## config.mk

```make
export PLATFORM = sky130hd
export DESIGN_NAME = reg_file_sb
export DESIGN_NICKNAME = d
export VERILOG_FILES = /design/src/rtl/reg_file_sb.sv
export SDC_FILE = /design/constraint.sdc
export NUM_CORES = 1
export LEC_CHECK = 0
export CORE_MARGIN = 4
export CORE_UTILIZATION = 65
export CTS_BUF_LIST = sky130_fd_sc_hd__clkbuf_4
export CTS_CLUSTER_DIAMETER = 30
export DETAILED_ROUTE_END_ITERATION = 16
export GPL_ROUTABILITY_DRIVEN = 0
export HOLD_SLACK_MARGIN = 0.1
export PLACE_DENSITY = 0.85
export SLEW_MARGIN = 15
export SYNTH_ARGS = -nofsm -noshare
export SYNTH_HDL_FRONTEND = slang
export SYNTH_SLANG_ARGS = --single-unit
```

## constraint.sdc

```tcl
create_clock -name clk -period 2.7 [get_ports clk]
set_input_delay 0.27 -clock clk [delete_from_list [all_inputs] [get_ports clk]]
set_output_delay 0.27 -clock clk [all_outputs]
set_load 0.01 [all_outputs]
```

## src/rtl/reg_file_sb.sv

```systemverilog
// Register file with registered read ports, same-edge write bypass, optional
// hardwired zero register and a per-register busy scoreboard for RAW hazards.

module reg_file_sb_rd_port #(
    parameter int DATA_W   = 16,
    parameter int ADDR_W   = 4,
    parameter int ZERO_REG = 0
) (
    input  logic                                  clk,
    input  logic                                  reset,
    input  logic                                  enable,
    input  logic [ADDR_W-1:0]                     addr,
    input  logic [(1<<ADDR_W)-1:0][DATA_W-1:0]    regs,
    input  logic                                  reg_w,
    input  logic [ADDR_W-1:0]                     rd,
    input  logic [DATA_W-1:0]                     write_data,
    output logic [DATA_W-1:0]                     data
);
    // Zero check comes before bypass so a write to r0 never leaks through.
    always_ff @(posedge clk) begin
        if (reset) begin
            data <= '0;
        end else if (enable) begin
            if (ZERO_REG != 0 && addr == '0)
                data <= '0;
            else if (reg_w && rd == addr)
                data <= write_data;
            else
                data <= regs[addr];
        end
    end
endmodule

module reg_file_sb #(
    parameter int DATA_W   = 16,
    parameter int ADDR_W   = 4,
    parameter int ZERO_REG = 0
) (
    input  logic              clk,
    input  logic              reset,
    input  logic              enable,
    input  logic [ADDR_W-1:0] R1,
    input  logic [ADDR_W-1:0] R2,
    input  logic [ADDR_W-1:0] inr,
    input  logic [ADDR_W-1:0] RD,
    input  logic              RegW,
    input  logic [DATA_W-1:0] WriteData,
    input  logic              sb_set,
    input  logic [ADDR_W-1:0] sb_addr,
    output logic [DATA_W-1:0] RO1,
    output logic [DATA_W-1:0] RO2,
    output logic [DATA_W-1:0] outvalue,
    output logic              busy1,
    output logic              busy2
);
    localparam int DEPTH = 1 << ADDR_W;

    logic [DEPTH-1:0][DATA_W-1:0] regs;
    logic [DEPTH-1:0]             busy;
    logic [2:0][ADDR_W-1:0]       rd_addr;
    logic [2:0][DATA_W-1:0]       rd_data;
    logic                         wr_en;

    assign wr_en = enable && RegW && !(ZERO_REG != 0 && RD == '0);

    genvar i;
    generate
        for (i = 0; i < DEPTH; i++) begin : g_reg
            always_ff @(posedge clk) begin
                if (reset)
                    regs[i] <= '0;
                else if (wr_en && RD == ADDR_W'(i))
                    regs[i] <= WriteData;
            end

            // A new producer (set) outranks the retiring one (clear).
            always_ff @(posedge clk) begin
                if (reset)
                    busy[i] <= 1'b0;
                else if (enable) begin
                    if (sb_set && sb_addr == ADDR_W'(i) && !(ZERO_REG != 0 && i == 0))
                        busy[i] <= 1'b1;
                    else if (RegW && RD == ADDR_W'(i))
                        busy[i] <= 1'b0;
                end
            end
        end
    endgenerate

    assign rd_addr = {inr, R2, R1};

    genvar p;
    generate
        for (p = 0; p < 3; p++) begin : g_port
            reg_file_sb_rd_port #(
                .DATA_W  (DATA_W),
                .ADDR_W  (ADDR_W),
                .ZERO_REG(ZERO_REG)
            ) u_port (
                .clk       (clk),
                .reset     (reset),
                .enable    (enable),
                .addr      (rd_addr[p]),
                .regs      (regs),
                .reg_w     (RegW),
                .rd        (RD),
                .write_data(WriteData),
                .data      (rd_data[p])
            );
        end
    endgenerate

    assign RO1      = rd_data[0];
    assign RO2      = rd_data[1];
    assign outvalue = rd_data[2];

    // Writeback in flight this cycle clears the hazard without waiting a cycle.
    always_comb begin
        busy1 = busy[R1] && !(RegW && enable && RD == R1);
        busy2 = busy[R2] && !(RegW && enable && RD == R2);
        if (ZERO_REG != 0 && R1 == '0) busy1 = 1'b0;
        if (ZERO_REG != 0 && R2 == '0) busy2 = 1'b0;
    end
endmodule
```

Word level (Yosys, flattened, before mapping)
Index checks and enable logic that the tools add are counted.
{"block": "op_classes", "addsub": 0, "n_mul": 0, "n_div": 0, "magnitude_cmp": 3, "n_eq_ne": 33, "shifts": 0, "n_mux": 45, "bitwise_logic": 0, "reduce_logical": 92}
{"operator": "$bmux W16 S4", "n": 3}
{"operator": "$mux W16", "n": 6}
{"operator": "$eq A4 B4 Y1 const B", "n": 16}
{"operator": "$logic_and A1 B1 Y1", "n": 56}
{"operator": "$mux W1", "n": 34}
{"operator": "$eq A4 B3 Y1 const B", "n": 8}
{"operator": "$reduce_and A2 Y1", "n": 16}
{"operator": "$reduce_bool A2 Y1", "n": 16}
{"operator": "$eq A4 B2 Y1 const B", "n": 4}
{"operator": "$lt A4 B5 Y1 const B", "n": 3}
{"operator": "$eq A4 B4 Y1", "n": 3}
{"operator": "$bmux W1 S4", "n": 2}
{"operator": "$eq A4 B1 Y1 const B", "n": 2}
{"operator": "$logic_not A4 Y1", "n": 2}
{"operator": "$logic_not A1 Y1", "n": 2}
{"block": "word_totals", "ff_bits": 320, "latch_bits": 0, "ramBits": 0, "romBits": 0, "in_bits": 41, "output_inout_bits": 50, "wordCells": 208, "n_memories": 0}

Depth between registers and ports, before layout
Gate-level depths: netlist of run 1.
{"block": "logic_depth", "depth_word": 4, "ltp_mapped": 8, "ltp_nobuf": 4}

Modules after synthesis
From an unflattened synthesis of run 1, not the netlist that was laid out.
{"block": "unflattened", "hier_cells": 2121, "hier_area_um2": 18723.0}
{"module": "reg_file_sb", "instances": 1, "cells_per_inst": 1266, "area_each_um2": 9999.6, "seq_area_each_um2": 5445.2}
{"module": "reg_file_sb_rd_port", "instances": 3, "cells_per_inst": 285, "area_each_um2": 2907.8, "seq_area_each_um2": 320.3}

Worst setup path after synthesis of run 1
Ideal clock, no wire load.
{"block": "synth_timing", "kind": "input to output", "startpoint": "in R1[0]", "endpoint": "out busy1", "arrival_ps": 1511, "required_ps": 2430, "path_slack_ps": 919, "path_stages": 5, "path_buffers": 2, "cell_sequence": "buf_2 buf_2 mux4_2 a211oi_1 a221oi_1"}
{"block": "synth_between", "elab_chain_cells": 4, "elab_cells_between_ends": 6, "classes_between": "eq/ne: 1; mux: 2; reduce/logical: 3"}
{"item": "from (decl)", "line_no": "42", "rtl": "input logic [ADDR_W-1:0] R1,"}
{"item": "branches (longest 3 deep; another with $bmux W1 S4)"}
{"item": "$logic_and A1 B1 Y1 (*)", "line_no": "119", "rtl": "busy1 = busy[R1] && !(RegW && enable && RD == R1);"}
{"item": "to (decl)", "line_no": "53", "rtl": "output logic busy1,"}
Mark *: on every way between the ends. The select of a mux whose other input is x is not followed.

Final worst setup path of run 1
{"block": "layout_timing", "startpoint": "reg busy[8]", "endpoint": "out busy2"}
{"block": "layout_between", "elab_chain_cells": 3}
{"item": "from (decl)", "line_no": "59", "rtl": "logic [DEPTH-1:0] busy;"}
{"item": "from (signal, indexed assignment)", "line_no": "79", "rtl": "busy[i] <= 1'b0;"}
{"item": "from (signal, indexed assignment)", "line_no": "82", "rtl": "busy[i] <= 1'b1;"}
{"item": "from (signal, indexed assignment)", "line_no": "84", "rtl": "busy[i] <= 1'b0;"}
{"item": "$bmux W1 S4", "line_no": "120", "rtl": "busy2 = busy[R2] && !(RegW && enable && RD == R2);"}
{"item": "$mux W1 (implied by the code)", "line_no": "120"}
{"item": "$logic_and A1 B1 Y1", "line_no": "120"}
{"item": "to (decl)", "line_no": "54", "rtl": "output logic busy2"}
Every way passes these cells. The select of a mux whose other input is x is not followed.

==> out/metrics.yaml, run 1 <==
clocking:
  cts.sinks: 320
  cts.path.max_buffers: 3
  cts_buffers: 86
  root_buffer: "clkbuf_4"
  clk_pin_slew_ns: 0.06
  cts_tree: "built"
  clkLatencyLatePin_ns: 0.75
  htreeDepth: 3
worst_hold_path:
  min_path_cells: 3
  hold_path.class: "primary input to flop"
  min_from: "sb_addr[0]"
  hold_end: "busy[3]"
synthesis:
  synth_cell_types: 40
  yosysTopAreaCellShare_pct: 35.6
  synth-edff-count: 0
  ys_seq_area_share_pct: 35.6
  synthTopCellsByCount: "nand2_1, dfxtp_1, a21oi_1"
  synth_area_leaders: "dfxtp_1, mux4_2, nand2_1"
  yosysWarnings: 0
  synth.avg_cell_area_um2: 9.25
  async_flop_share_pct: 0
  syn_area_mm2: 0.0180
  ys.flop_type: "dfxtp_1"
  synth_seq_cells: 320
  synth_fp_nets: 1984
  synth.most_common_cell: "nand2_1"
  synth_top_area_cell: "dfxtp_1"
  syn_inst: 1943
setup_path:
  worstPathMaxFanout: 3
  arrival_ns: 2.31
  r2r-end: "g_port[2].u_port.data[1]"
  endpoint_kind: "output pin"
  critPathKind: "flop to output pin"
  rrSetupSlack_ns: 1.10
  r2r_start: "regs[145]"
  critPathSlowestCell: "mux4_2"
  cp_cell_sequence: "mux4_2 > nor2b_1 > a211oi_1 > a221oi_1 > dlygate4sd2_1"
  required_ns: 2.43
  critPathLaunchType: "flop"
  r2r_cells: 4
  slowest_delay_ns: 0.46
sta:
  tightest_slew_ns: 1.07
  finalHoldViolations: 0
  setup_viol: 0
  layout_setup_ws_ns: 0.115
  fmax_mhz: 387
  rsz0062_at_grt: "no"
  finalCritPeriodShare_pct: 95.7
  period_needed_ns: 2.58
  setup_tns_ns: 0
  slew_viol_final: 0
  maxSlewHeadroom_pct: 28.7
  skew_ns: 0.0464
global_route:
  antenna_found_initial: 3
  grt_pass1_wl_mm: 91.8
  grt_pass1_vias: 17011
  overflow: 0
  grt_use_total_pct: 38.5
  grt_max_degree: 89
die:
  die_width_um: 174
  core_area_mm2: 0.0271
  fp.dieArea_mm2: 0.0304
  rows: 60
  io_pins: 91
  start_util_pct: 66.3
  die_h_um: 174
flow_run:
  max_cap_violations: 0
final_layout:
  syn_to_final_growth_pct: 13.4
  design_area_mm2: 0.0204
  nets: 2058
  drive_gt1_share_pct: 22.1
routing:
  viasPerCell: 7.03
  ant_nets: 0
  drc_errors: 0
  wl_mm: 59.8
  wl_per_cell_um: 24.4
  drt_iter0_drc: 2706
  via_count: 17229
  first_pass_iters: 8
pwr:
  powerDensity_mw_per_mm2: 501
  leakagePower_nw: 6.72
  peakVddDrop_v: 0.000337
place:
  io_buffers: 90
  pre_cts_ws_ns: 0.194
  hpwl_mm: 39.4
  placed_area_mm2: 0.0193
status:
  outcome: "completed"
==> stage by stage <==
stage	power (mW)	std cells	hold slack (ns)	utilization, %
2_1_floorplan	5.55	1943	0.431	-
3_3_place_gp	5.87	2300	0.460	71.1
3_5_place_dp	5.89	2300	0.470	71.1
4_1_cts	10.2	2448	0.210	75.2
5_1_grt	10.5	2451	0.266	75.2
6_report	10.2	2451	0.273	75.2
==> cell type report <==
class	count	area, um2
multi-input cells	1416	10600
diodes	3	7.51
flip-flops and latches	320	6410
inverters	1	3.75
repair buffers	192	1800
well taps	372	465
clock buffers	116	871
clock inverters	31	210
fillers	1763	6720
==> where the power goes <==
| part | total [mW] | leakage, nW | switching (mW) | internal [mW] |
|---|---|---|---|---|
| Sequential | 4.79 | 2.58 | 0.0328 | 4.76 |
| Combinational | 1.04 | 3.51 | 0.673 | 0.369 |
| Clock | 4.37 | 0.637 | 2.09 | 2.28 |
==> timing repair <==
item,4_1_cts,5_1_grt
buffers inserted,0,0
endpoints found under the hold margin,22,0
endpoints found under the setup margin,2,1
resized for setup,2,1
hold buffers,1,0
==> registers in the layout (all words and copies together), names as in the netlist <==
signal	cells
regs	256
g_port.u_port.data	48
busy	16
==> worst max-delay path: cells and delay by family, from the launching register on <==
kind	cells	cell delay, ns
compound gates	2	0.31
mux	1	0.46
flops	1	0.35
simple gates	1	0.14
buf+inv	1	0.31
==> metal layers <==
| layer | GRT usage, % | share of wire (%) | up-vias |
|---|---|---|---|
| li1 | - | - | 7225 |
| met1 | 46.9 | 32 | 8001 |
| met2 | 58.2 | 44 | 1598 |
| met3 | 14.5 | 16 | 403 |
| met4 | 23.5 | 6.9 | 2 |
| met5 | 0 | 0.018 | - |
==> logic make-up after synthesis <==
family	Yosys count	synth area share [%]
AO/OA/AOI/OAI	471	15.9
buffers and inverters	207	5.34
XOR/XNOR	12	0.585
AND/OR/NAND/NOR	731	17.4
flip-flops	320	35.6
multiplexers	202	25.2
==> cells in the final DEF, fill, tap and decap left out, types with 3 or more instances in the layout <==
cell type	Yosys	layout
a21bo_2	3	3
a21oi_1	256	256
a22o_1	96	96
a22oi_1	12	12
a31oi_1	48	48
a32oi_1	4	4
and2_1	8	8
buf_12	0	12
buf_4	12	94
bufinv_16	0	3
clkbuf_4	0	116
clkdlybuf4s50_1	0	80
clkinv_1	0	18
clkinv_2	0	6
dfxtp_1	320	320
diode_2	0	3
mux4_2	200	200
nand2_1	542	542
nand3_1	4	4
nor2_1	89	89
nor2_2	7	7
nor2b_1	13	13
nor3_1	3	3
nor3_2	4	4
nor3b_1	48	48
o21ai_0	8	8
o21ai_1	40	40
xor2_1	11	11
==> worst max path at each step <==
stage / startpoint / to / slack [ns]
6_report: busy[8] / busy2 / 0.12
3_3_place_gp: R1[1] / busy1 / 0.25
3_5_place_dp: R1[1] / busy1 / 0.19
5_1_grt: busy[8] / busy2 / 0.06
4_1_cts: busy[8] / busy2 / 0.13
2_1_floorplan: R1[0] / busy1 / 0.92
No activity file was read; power rests on OpenSTA's default activity.
==> run 2, diff against run 1 <==
--- a/config.mk
+++ b/config.mk
@@ -9,6 +9,7 @@
 export CORE_UTILIZATION = 65
 export CTS_BUF_LIST = sky130_fd_sc_hd__clkbuf_4
 export CTS_CLUSTER_DIAMETER = 30
+export CTS_CLUSTER_SIZE = 8
 export DETAILED_ROUTE_END_ITERATION = 16
 export GPL_ROUTABILITY_DRIVEN = 0
 export HOLD_SLACK_MARGIN = 0.1
==> run 2 against run 1 <==
  * Critical path depth did not move
  * Final area shrank 0.62%
  * Clock power shrank 5.0%
  * Global-route usage barely moved
  * First-iteration DRC count is 0.37% higher
  * Worst hold slack improved by 0.011 ns
  * Combinational power about the same
  * Clock skew is 0.0038 ns higher
  * Power down 2.2%
  * Wire length fell by 0.42%
  * Worst setup slack gained 0.029 ns
  * Sequential power barely moved
  * Critical path type unchanged
==> out/metrics.yaml, run 2 (same netlist as run 1, synthesis figures left out) <==
pwr:
  peakVddDrop_v: 0.000352
  powerDensity_mw_per_mm2: 493
  finalPower_mw: 9.98
  leakagePower_nw: 6.63
global_route:
  antenna_found_initial: 3
  grt_pass1_vias: 16800
  overflow: 0
  grt_max_degree: 89
  grt_use_total_pct: 38.4
  grt_pass1_wl_mm: 91.6
clocking:
  root_buffer: "clkbuf_4"
  cts.path.max_buffers: 3
  cts.sinks: 320
  htreeDepth: 3
  cts_buffers: 67
  clkLatencyLatePin_ns: 0.72
  postCtsSetupBuffers: 0
  clk_pin_slew_ns: 0.09
  cts_tree: "built"
setup_path:
  r2r_start: "regs[1]"
  critPathKind: "flop to output pin"
  rrSetupSlack_ns: 1.09
  critPathLaunchType: "flop"
  arrival_ns: 2.29
  worstPathMaxFanout: 3
  required_ns: 2.43
  endpoint_kind: "output pin"
  cp-startpoint: "busy[8]"
final_layout:
  syn_to_final_growth_pct: 12.7
  nets: 2039
  final_common_cell: "nand2_1"
  drive_gt1_share_pct: 21.4
  final_cell_count_no_fill: 2419
  top_register: "regs"
  layout_common_cells: "nand2_1, dfxtp_1, a21oi_1"
  largestRegisters: "regs (256), g_port.u_port.data (48), busy (16)"
  design_area_mm2: 0.0203
  largest_reg_flops: 256
die:
  io_pins: 91
  start_util_pct: 66.3
  fp.dieArea_mm2: 0.0304
  die_h_um: 174
  rows: 60
  die_width_um: 174
  core_area_mm2: 0.0271
sta:
  slew_viol_final: 0
  setup_viol: 0
  skew_ns: 0.0501
  tightest_slew_ns: 1.05
  fmax_mhz: 391
  setup_tns_ns: 0
  rsz0062_at_grt: "no"
  finalHoldViolations: 0
  finalCritPeriodShare_pct: 94.7
  period_needed_ns: 2.56
  maxSlewHeadroom_pct: 30.1
place:
  numPlacedInstances: 2300
  hpwl_mm: 39.4
  io_buffers: 90
  placed_area_mm2: 0.0193
routing:
  viasPerCell: 7.00
  first_pass_iters: 6
  drt_iter0_drc: 2716
  drc_errors: 0
  via_count: 16941
  wl_per_cell_um: 24.6
  wl_mm: 59.5
  ant_nets: 0
status:
  outcome: "completed"
flow_run:
  max_cap_violations: 0
worst_hold_path:
  min_from: "sb_addr[0]"
  hold_path.class: "primary input to flop"
[run 2: cell types whose count changed in the layout (fill, tap and decap cells not counted)]
cell        before  now
a211oi_1         1    2
diode_2          3    1
clkinv_4         0    4
clkinvlp_4       2    4
inv_2            2    0
clkinv_2         6    8
clkinv_1        18    9
clkbuf_4       116   86
bufinv_16        3    6
a211oi_2         1    0
[run 2: final timing paths]
kind	endpoint	cells past startpoint
hold reg to reg	regs[49]	2
setup reg to reg	g_port[1].u_port.data[1]	4
setup / recovery	busy2	5
hold / removal	busy[3]	3
[run 2: through the flow]
| stage | util (%) | hold WS, ns | setup slack (ns) |
|---|---|---|---|
| floorplan | - | 0.431 | 0.919 |
| global placement | 71.1 | 0.460 | 0.250 |
| detailed placement | 71.1 | 0.470 | 0.194 |
| CTS | 74.7 | 0.222 | 0.144 |
| global route | 74.7 | 0.291 | 0.00150 |
| finish | 74.7 | 0.284 | 0.144 |
[run 2: what timing repair did]
item | 4_1_cts | 5_1_grt
hold buffers | 1 | 0
hold endpoints to repair | 22 | 0
setup endpoints to repair | 2 | 0
resized for setup | 2 | 0
[run 2: routing by layer]
| layer | track usage, % | share of wire [%] |
|---|---|---|
| met5 | 0 | 0.030 |
| met4 | 23.6 | 6.9 |
| met3 | 13.7 | 16 |
| met2 | 58.6 | 44 |
| met1 | 46.9 | 32 |
[run 2: worst max-delay path: stages, from the launching register on]
cell,delay (ns)
dfxtp_1,0.36
mux4_2,0.46
nor2b_1,0.14
a211oi_1,0.22
a221oi_1,0.08
dlygate4sd2_1,0.31
[run 2: cell type report]
class / instances / area, um2
Inverter: 1 / 3.75
Tap cell: 372 / 465
Sequential cell: 320 / 6410
Clock inverter: 31 / 319
Timing Repair Buffer: 192 / 1800
Multi-Input combinational cell: 1416 / 10600
Clock buffer: 86 / 646
Antenna cell: 1 / 2.50
Fill cell: 1787 / 6850
[run 2: power by group]
| group | internal [mW] | switching (mW) | leakage, nW | total [mW] |
|---|---|---|---|---|
| combinational | 0.369 | 0.671 | 3.51 | 1.04 |
| sequential | 4.75 | 0.0329 | 2.58 | 4.79 |
| clock | 2.12 | 2.03 | 0.543 | 4.15 |
| total | 7.24 | 2.74 | 6.63 | 9.98 |
